File: config.mk
export PLATFORM = sky130hd
export DESIGN_NAME = fetch_queue
export DESIGN_NICKNAME = d
export VERILOG_FILES = /design/src/rtl/fetch_queue.sv
export SDC_FILE = /design/constraint.sdc
export NUM_CORES = 1
export LEC_CHECK = 0
export BUFFER_PORTS_ARGS = -buffer_cell sky130_fd_sc_hd__buf_4
export CORE_MARGIN = 3
export CORE_UTILIZATION = 61
export CTS_CLUSTER_SIZE = 16
export DETAILED_ROUTE_END_ITERATION = 8
export PLACE_DENSITY_LB_ADDON = 0.1
export SETUP_SLACK_MARGIN = 0.05
export SKIP_LAST_GASP = 1
export SLEW_MARGIN = 20
export SYNTH_ARGS = -nofsm -noshare
export SYNTH_HDL_FRONTEND = slang
export SYNTH_SLANG_ARGS = --single-unit
export TNS_END_PERCENT = 1
File: constraint.sdc
create_clock -name clk -period 9.5 [get_ports clk]
set_input_delay 1.425 -clock clk [delete_from_list [all_inputs] [get_ports clk]]
set_output_delay 1.425 -clock clk [all_outputs]
set_load 0.005 [all_outputs]
File: src/rtl/fetch_queue.sv
// Instruction fetch queue: issues sequential fetches to a one-cycle-latency
// instruction memory, buffers {pc, inst} pairs and presents the head to decode.
module fetch_queue #(
    parameter int                PC_W     = 32,
    parameter int                INST_W   = 32,
    parameter int                DEPTH    = 4,
    parameter int                PC_STEP  = 4,
    parameter logic [PC_W-1:0]   RESET_PC = '0,
    parameter logic [INST_W-1:0] NOP_INST = '0
) (
    input  logic                       clk,
    input  logic                       rst,
    output logic                       im_read,
    output logic [PC_W-1:0]            im_addr,
    input  logic [INST_W-1:0]          im_inst,
    input  logic                       flush,
    input  logic [PC_W-1:0]            new_addr,
    input  logic                       id_stall,
    output logic                       id_valid,
    output logic [PC_W-1:0]            id_pc,
    output logic [INST_W-1:0]          id_inst,
    output logic [$clog2(DEPTH):0]     fq_count,
    output logic                       fq_full,
    output logic                       fq_empty
);

    localparam int PTR_W = $clog2(DEPTH);
    localparam int CNT_W = PTR_W + 1;

    logic [PC_W-1:0]   r_fpc;
    logic [PTR_W-1:0]  r_wr_ptr;
    logic [PTR_W-1:0]  r_rd_ptr;
    logic [CNT_W-1:0]  r_count;
    logic              r_inflight;
    logic [PC_W-1:0]   r_inflight_addr;
    logic [PC_W-1:0]   r_mem_pc   [DEPTH];
    logic [INST_W-1:0] r_mem_inst [DEPTH];

    logic [CNT_W:0]    w_occupancy;
    logic              w_issue;
    logic              w_push;
    logic              w_pop;
    logic              w_has_entry;

    // Outstanding request counts as occupied so its response always has a free slot.
    assign w_occupancy = {1'b0, r_count} + (CNT_W+1)'(r_inflight);
    assign w_issue     = w_occupancy < (CNT_W+1)'(DEPTH);
    assign w_has_entry = (r_count != '0);
    assign w_push      = r_inflight && !flush;
    assign w_pop       = w_has_entry && !id_stall && !flush;

    always_ff @(posedge clk) begin
        if (rst) begin
            r_fpc           <= RESET_PC;
            r_wr_ptr        <= '0;
            r_rd_ptr        <= '0;
            r_count         <= '0;
            r_inflight      <= 1'b0;
            r_inflight_addr <= '0;
        end else if (flush) begin
            r_fpc           <= new_addr + PC_W'(PC_STEP);
            r_wr_ptr        <= '0;
            r_rd_ptr        <= '0;
            r_count         <= '0;
            r_inflight      <= 1'b1;
            r_inflight_addr <= new_addr;
        end else begin
            if (w_push) r_wr_ptr <= r_wr_ptr + 1'b1;
            if (w_pop)  r_rd_ptr <= r_rd_ptr + 1'b1;
            r_count    <= r_count + CNT_W'(w_push) - CNT_W'(w_pop);
            r_inflight <= w_issue;
            if (w_issue) begin
                r_fpc           <= r_fpc + PC_W'(PC_STEP);
                r_inflight_addr <= r_fpc;
            end
        end
    end

    // NOTE: storage has no reset; r_count alone decides whether an entry is valid.
    always_ff @(posedge clk) begin
        if (!rst && w_push) begin
            r_mem_pc[r_wr_ptr]   <= r_inflight_addr;
            r_mem_inst[r_wr_ptr] <= im_inst;
        end
    end

    // NOTE: every output gets a default first so no latch is inferred.
    always_comb begin
        im_read  = 1'b0;
        im_addr  = r_fpc;
        id_valid = 1'b0;
        id_pc    = '0;
        id_inst  = NOP_INST;
        fq_count = '0;
        fq_full  = 1'b0;
        fq_empty = 1'b1;
        if (!rst) begin
            im_read  = flush || w_issue;
            im_addr  = flush ? new_addr : r_fpc;
            id_valid = w_has_entry;
            fq_count = r_count;
            fq_full  = (r_count == CNT_W'(DEPTH));
            fq_empty = !w_has_entry;
            if (w_has_entry) begin
                id_pc   = r_mem_pc[r_rd_ptr];
                id_inst = r_mem_inst[r_rd_ptr];
            end
        end
    end

endmodule

Yosys cells after proc, flatten, opt, wreduce, memory -nomap -nowiden
Memory sizes are Yosys's and may differ from the RTL's. A register that Yosys moved wholly into a read port is not among the register bits.
Index checks and enable logic that the tools add are counted.
- memories kept: 2
- register bits after elaboration: 72
- output and inout bits: 103
- input bits: 68
- memory bits (writable): 256
- word-level logic and storage cells: 51
- memory list (name ; depth ; bits a word ; read ports ; clocked after Yosys merged registers in ; write ports ; line ; source):
    r_mem_inst ; 4 ; 32 ; 1 ; 1 ; 1 ; 37 ; logic [INST_W-1:0] r_mem_inst [DEPTH];
    r_mem_pc ; 4 ; 32 ; 1 ; 1 ; 1 ; 36 ; logic [PC_W-1:0] r_mem_pc [DEPTH];
- $add $sub $neg: 7
- equality and inequality tests: 1
- reductions and logical operators: 12
- muxes and demuxes: 22
- magnitude comparators: 1
- operator list (operator ; count):
    $mux 32 ; 10
    $add 32x3->32 const B ; 2
    $mux 2 ; 4
    $mux 1 ; 7
    $add 2x1->2 const B ; 2
    $add 3x1->4 ; 1
    $logic_and 1x1->1 ; 4
    $logic_not 1->1 ; 4
    $lt 4x3->1 const B ; 1
    $add 3x1->3 ; 1
    $eq 3x3->1 const B ; 1
    $mux 3 ; 1
    $reduce_bool 3->1 ; 1
    $sub 3x1->3 ; 1
    $reduce_bool 2->1 ; 1
    $reduce_or 2->1 ; 1
    $logic_or 1x1->1 ; 1

Depth between registers and ports, before layout
- depth in word-level cells: 5
- depth in mapped cells: 13
- depth with buffers taken out: 8

Worst setup path after synthesis
No wires, ideal clock.
- kind: input -> register
- start: input flush
- end: memory r_mem_inst[0][0] (enable)
- cell stages on the path: 7
- setup slack: 4.969 ns
- buffers on the path: 5
- arrival time: 4.102 ns
- cells stage by stage: buf_4 -> buf_2 -> buf_4 -> clkbuf_1 -> buf_1 -> nor2_1 -> and3_1
- longest elaborated chain between the ends: 5
- RTL lines (element ; line ; source):
    start: declaration ; 16 ; input logic flush,
    $logic_not 1->1 ; 49 ; assign w_push = r_inflight && !flush;
    $logic_and 1x1->1 ; 49 ;
    $logic_and 1x1->1 ; 81 ; if (!rst && w_push) begin
    $mux 1 ; 81 ;
    $mux 1 (not written as such) ; 83 ; r_mem_inst[r_wr_ptr] <= im_inst;
    end: declaration ; 37 ;
No other way between the ends.

Final worst setup path
- start: input flush
- end: output im_addr[3]
- longest elaborated chain between the ends: 2
- RTL lines (element ; line ; source):
    $mux 32 ; 99 ; im_addr = flush ? new_addr : r_fpc;
    $mux 32 ; 97 ; if (!rst) begin
    end: declaration ; 14 ; output logic [PC_W-1:0] im_addr,
No other way between the ends.

==> flow_metrics.env <==
export IMPL_finClkSkew_ps=9.35
export IMPL_synth_nets=1075
export IMPL_tns_ps=0
export IMPL_r2r_end="r_inflight_addr[11]"
export IMPL_start_util_pct=62.7
export IMPL_antenna_left=0
export IMPL_power_density_mw_per_mm2=181
export IMPL_final_area_sq_mm=0.0169
export IMPL_worstPathCellList="buf_4 > buf_4 > mux2_2 > mux2_2 > buf_4"
export IMPL_synth_compound_area_share_pct=7.07
export IMPL_grt_pass1_vias=8982
export IMPL_grt_pass1_wl_mm=48.9
export IMPL_fp_row_count=55
export IMPL_maxSlewViolCount=0
export IMPL_synth_xor_area_share_pct=0.366
export IMPL_cts_clk_slew_worst_paths_ps=60
export IMPL_crit_arrival_ps=3320
export IMPL_setup_viol=0
export IMPL_drt_wl_total_mm=30.3
export IMPL_crit_buf_inv=3
export IMPL_cp_required_ps=8080
export IMPL_synth_top_family_by_area="multiplexers"
export IMPL_hold_viol=0
export IMPL_synth_cell_types=62
export IMPL_r2r_start="r_count[1]"
export IMPL_grt_max_degree=78
export IMPL_maxCapViolCount=0
export IMPL_max_freq_mhz=211
export IMPL_fin_crit_sh_pct=50.0
export IMPL_drive_gt1_share_pct=28.7
export IMPL_synth_simple_gate_area_share_pct=11.1
export IMPL_hold_ws_ps=500
export IMPL_cp_endpoint="im_addr[3]"
export IMPL_synthCells=998
export IMPL_root_buffer="clkbuf_16"
export IMPL_synth_warnings=0
export IMPL_dp_hpwl_mm=18.8
export IMPL_crit_cells=5
export IMPL_grt_total_usage_pct=23.8
export IMPL_htreeDepth=1
export IMPL_ios=171
export IMPL_wl_per_cell_um=20.4
export IMPL_cp_start_kind="input pin"
export IMPL_cp_startpoint="flush"
export IMPL_synth_adder_area_share_pct=0.837
export IMPL_synth_seq_area_share_pct=63.9
export IMPL_cp_slowest_cell="buf_4"
export IMPL_cts_num_sinks=330
export IMPL_gp_congestion=0.904
export IMPL_first_pass_iters=5
export IMPL_area_delta_synth_final_pct=17.7
export IMPL_nets=1228
export IMPL_first_iter_violations=753
export IMPL_diodes=0
export IMPL_die_w_um=159
export IMPL_core_area_sq_mm=0.0229
export IMPL_dp_slack_ps=4780
export IMPL_die_h_um=159
export IMPL_placed_area_sq_mm=0.0159
export IMPL_dominantRegCellSynth="edfxtp_1"
export IMPL_cp_common_cell="buf_4"
export IMPL_cpLargestDelayFamily="buffers and inverters"
export IMPL_rr_worst_depth=6
export IMPL_cts_resized=0
export IMPL_synth_area_mux_share_pct=14.4
export IMPL_cts_setup_buffers=0
export IMPL_total_leakage_power_uw=0.00609
export IMPL_path_max_fanout=73
export IMPL_syn_area_sq_mm=0.0144
export IMPL_cpPeakStageDelay_ps=640
export IMPL_critPathKind="input pin to primary output"
export IMPL_clk_latency_ps=570
export IMPL_cts_tree="built"
export IMPL_drc=0
export IMPL_die_area_sq_mm=0.0254
export IMPL_portBuffers=170
export IMPL_fin_ws_ps=4750
export IMPL_hold_path_class="flop to flop"
export IMPL_fillCellCount=1499
export IMPL_num_vias=8961
export IMPL_synth_edf_count=256
export IMPL_worst_slew_pin_slew_ps=1100
export IMPL_holdBufCountCts=0
export IMPL_via_per_inst=6.02
export IMPL_numCtsBuffers=31
export IMPL_status="completed"
export IMPL_ir_drop_mv=0.148
export IMPL_avgSynthCellArea_sq_um=14.4
export IMPL_min_period_ps=4750
export IMPL_seq_area_sq_mm=0.00917
export IMPL_endpoint_kind="primary output"
export IMPL_multi_input_area_sq_mm=0.00488
export IMPL_clk_path_buf_depth=3
export IMPL_gr_total_overflow=0
export IMPL_maxSlewHeadroom_pct=26.9
export IMPL_ff2ff_setup_slack_ps=7020
export IMPL_antenna_found_initial=0
export IMPL_synthArstFlopShare_pct=0
export IMPL_rsz0062_at_grt="false"
export IMPL_synth_seq_cells=330
[per-layer routing]
layer / track usage, % / part of all wire (%)
met5: 0 / 0
met2: 38.9 / 48
met4: 5.69 / 2.2
met1: 34.3 / 43
met3: 3.80 / 6.7
[worst min-delay path by stage]
stage                              startpoint         endpoint  depth (start not counted)
after floorplan                      r_fpc[3]         r_fpc[3]                          2
after global routing                r_fpc[28]        r_fpc[28]                          2
after CTS                           r_fpc[28]        r_fpc[28]                          2
after global placement               r_fpc[2]         r_fpc[2]                          2
final                     r_inflight_addr[24]  r_mem_pc[3][24]                          0
after detailed placement   r_inflight_addr[8]   r_mem_pc[3][8]                          0
[power by group]
| group | internal [uW] | switching [uW] | leakage (uW) |
|---|---|---|---|
| Sequential | 1590 | 30.0 | 0.00294 |
| Combinational | 100 | 101 | 0.00267 |
| Clock | 717 | 518 | 0.000494 |
[per-stage QoR]
stage	util (%)	power [uW]	std cells
CTS	73.8	3080	1489
global route	73.8	3160	1489
finish	73.8	3050	1489
floorplan	-	1750	998
global placement	69.3	1840	1431
detailed placement	69.3	1850	1431
[cells by family (layout without fill, tap and decap cells)]
| kind of cell | after synthesis | after routing |
|---|---|---|
| flops | 330 | 330 |
| simple gates | 304 | 304 |
| compound gates | 145 | 145 |
| mux | 123 | 123 |
| buf+inv | 81 | 259 |
| fa+ha+maj | 9 | 9 |
| xor+xnor | 6 | 6 |
[cells in the mapped netlist, drive strengths merged, types with 4 or more instances]
library cell	count	share of area, %
nand4	15	0.65
mux4	64	10
o22ai	4	0.17
buf	25	0.87
mux2i	25	1.7
a31oi	7	0.30
a211oi	13	0.68
dfxtp	74	10
o311ai	8	0.49
a21oi	31	1.1
nor2b	4	0.17
nand3	34	1.2
o2111ai	7	0.43
nand3b	14	0.82
nor2	65	1.7
or4	4	0.21
o21ai	16	0.56
nand2	59	1.5
a21boi	5	0.26
and3	6	0.26
clkbuf	36	0.95
ha	8	0.70
and2	74	3.2
mux2	34	2.7
inv	19	0.50
a22oi	13	0.71
nand4b	5	0.30
nor3	11	0.38
o21a	13	0.68
edfxtp	256	54
a21o	4	0.21
o31ai	5	0.26
xor2	4	0.24
or2	4	0.17
[flip-flops by register name, summed over array words and instances, names as in the netlist, named ones only]
name,flops
r_inflight_addr,32
r_mem_pc,128
r_mem_inst,128
r_fpc,32
r_count,3
r_wr_ptr,2
r_rd_ptr,2
r_inflight,1
[area by class of cell]
cell class,instances,share of cell area [%]
clock buffers,38,4.80
clock inverters,20,1.27
inverters,20,0.444
multi-input cells,587,28.9
flip-flops and latches,330,54.3
well taps,313,2.32
repair buffers,181,8.04
[cell usage in the layout (no fill, tap or decap), drive strengths merged, types with 4 or more instances in the layout]
cell type | netlist | routed
xor2 | 4 | 4
o31ai | 5 | 5
a21boi | 5 | 5
nand4 | 15 | 15
a21o | 4 | 4
mux4 | 64 | 64
and3 | 6 | 6
o22ai | 4 | 4
a22oi | 13 | 13
clkinv | 1 | 13
ha | 8 | 8
and2 | 74 | 74
clkbuf | 36 | 38
bufinv | 0 | 4
inv | 19 | 20
o2111ai | 7 | 7
o311ai | 8 | 8
nand4b | 5 | 5
or2 | 4 | 4
o21a | 13 | 13
a31oi | 7 | 7
a211oi | 13 | 13
nand3b | 14 | 14
mux2 | 34 | 34
nor2 | 65 | 65
nand3 | 34 | 34
or4 | 4 | 4
dfxtp | 74 | 74
nand2 | 59 | 59
mux2i | 25 | 25
buf | 25 | 181
o21ai | 16 | 16
edfxtp | 256 | 256
nor3 | 11 | 11
a21oi | 31 | 31
nor2b | 4 | 4
Power figures use the tool's default switching activity.
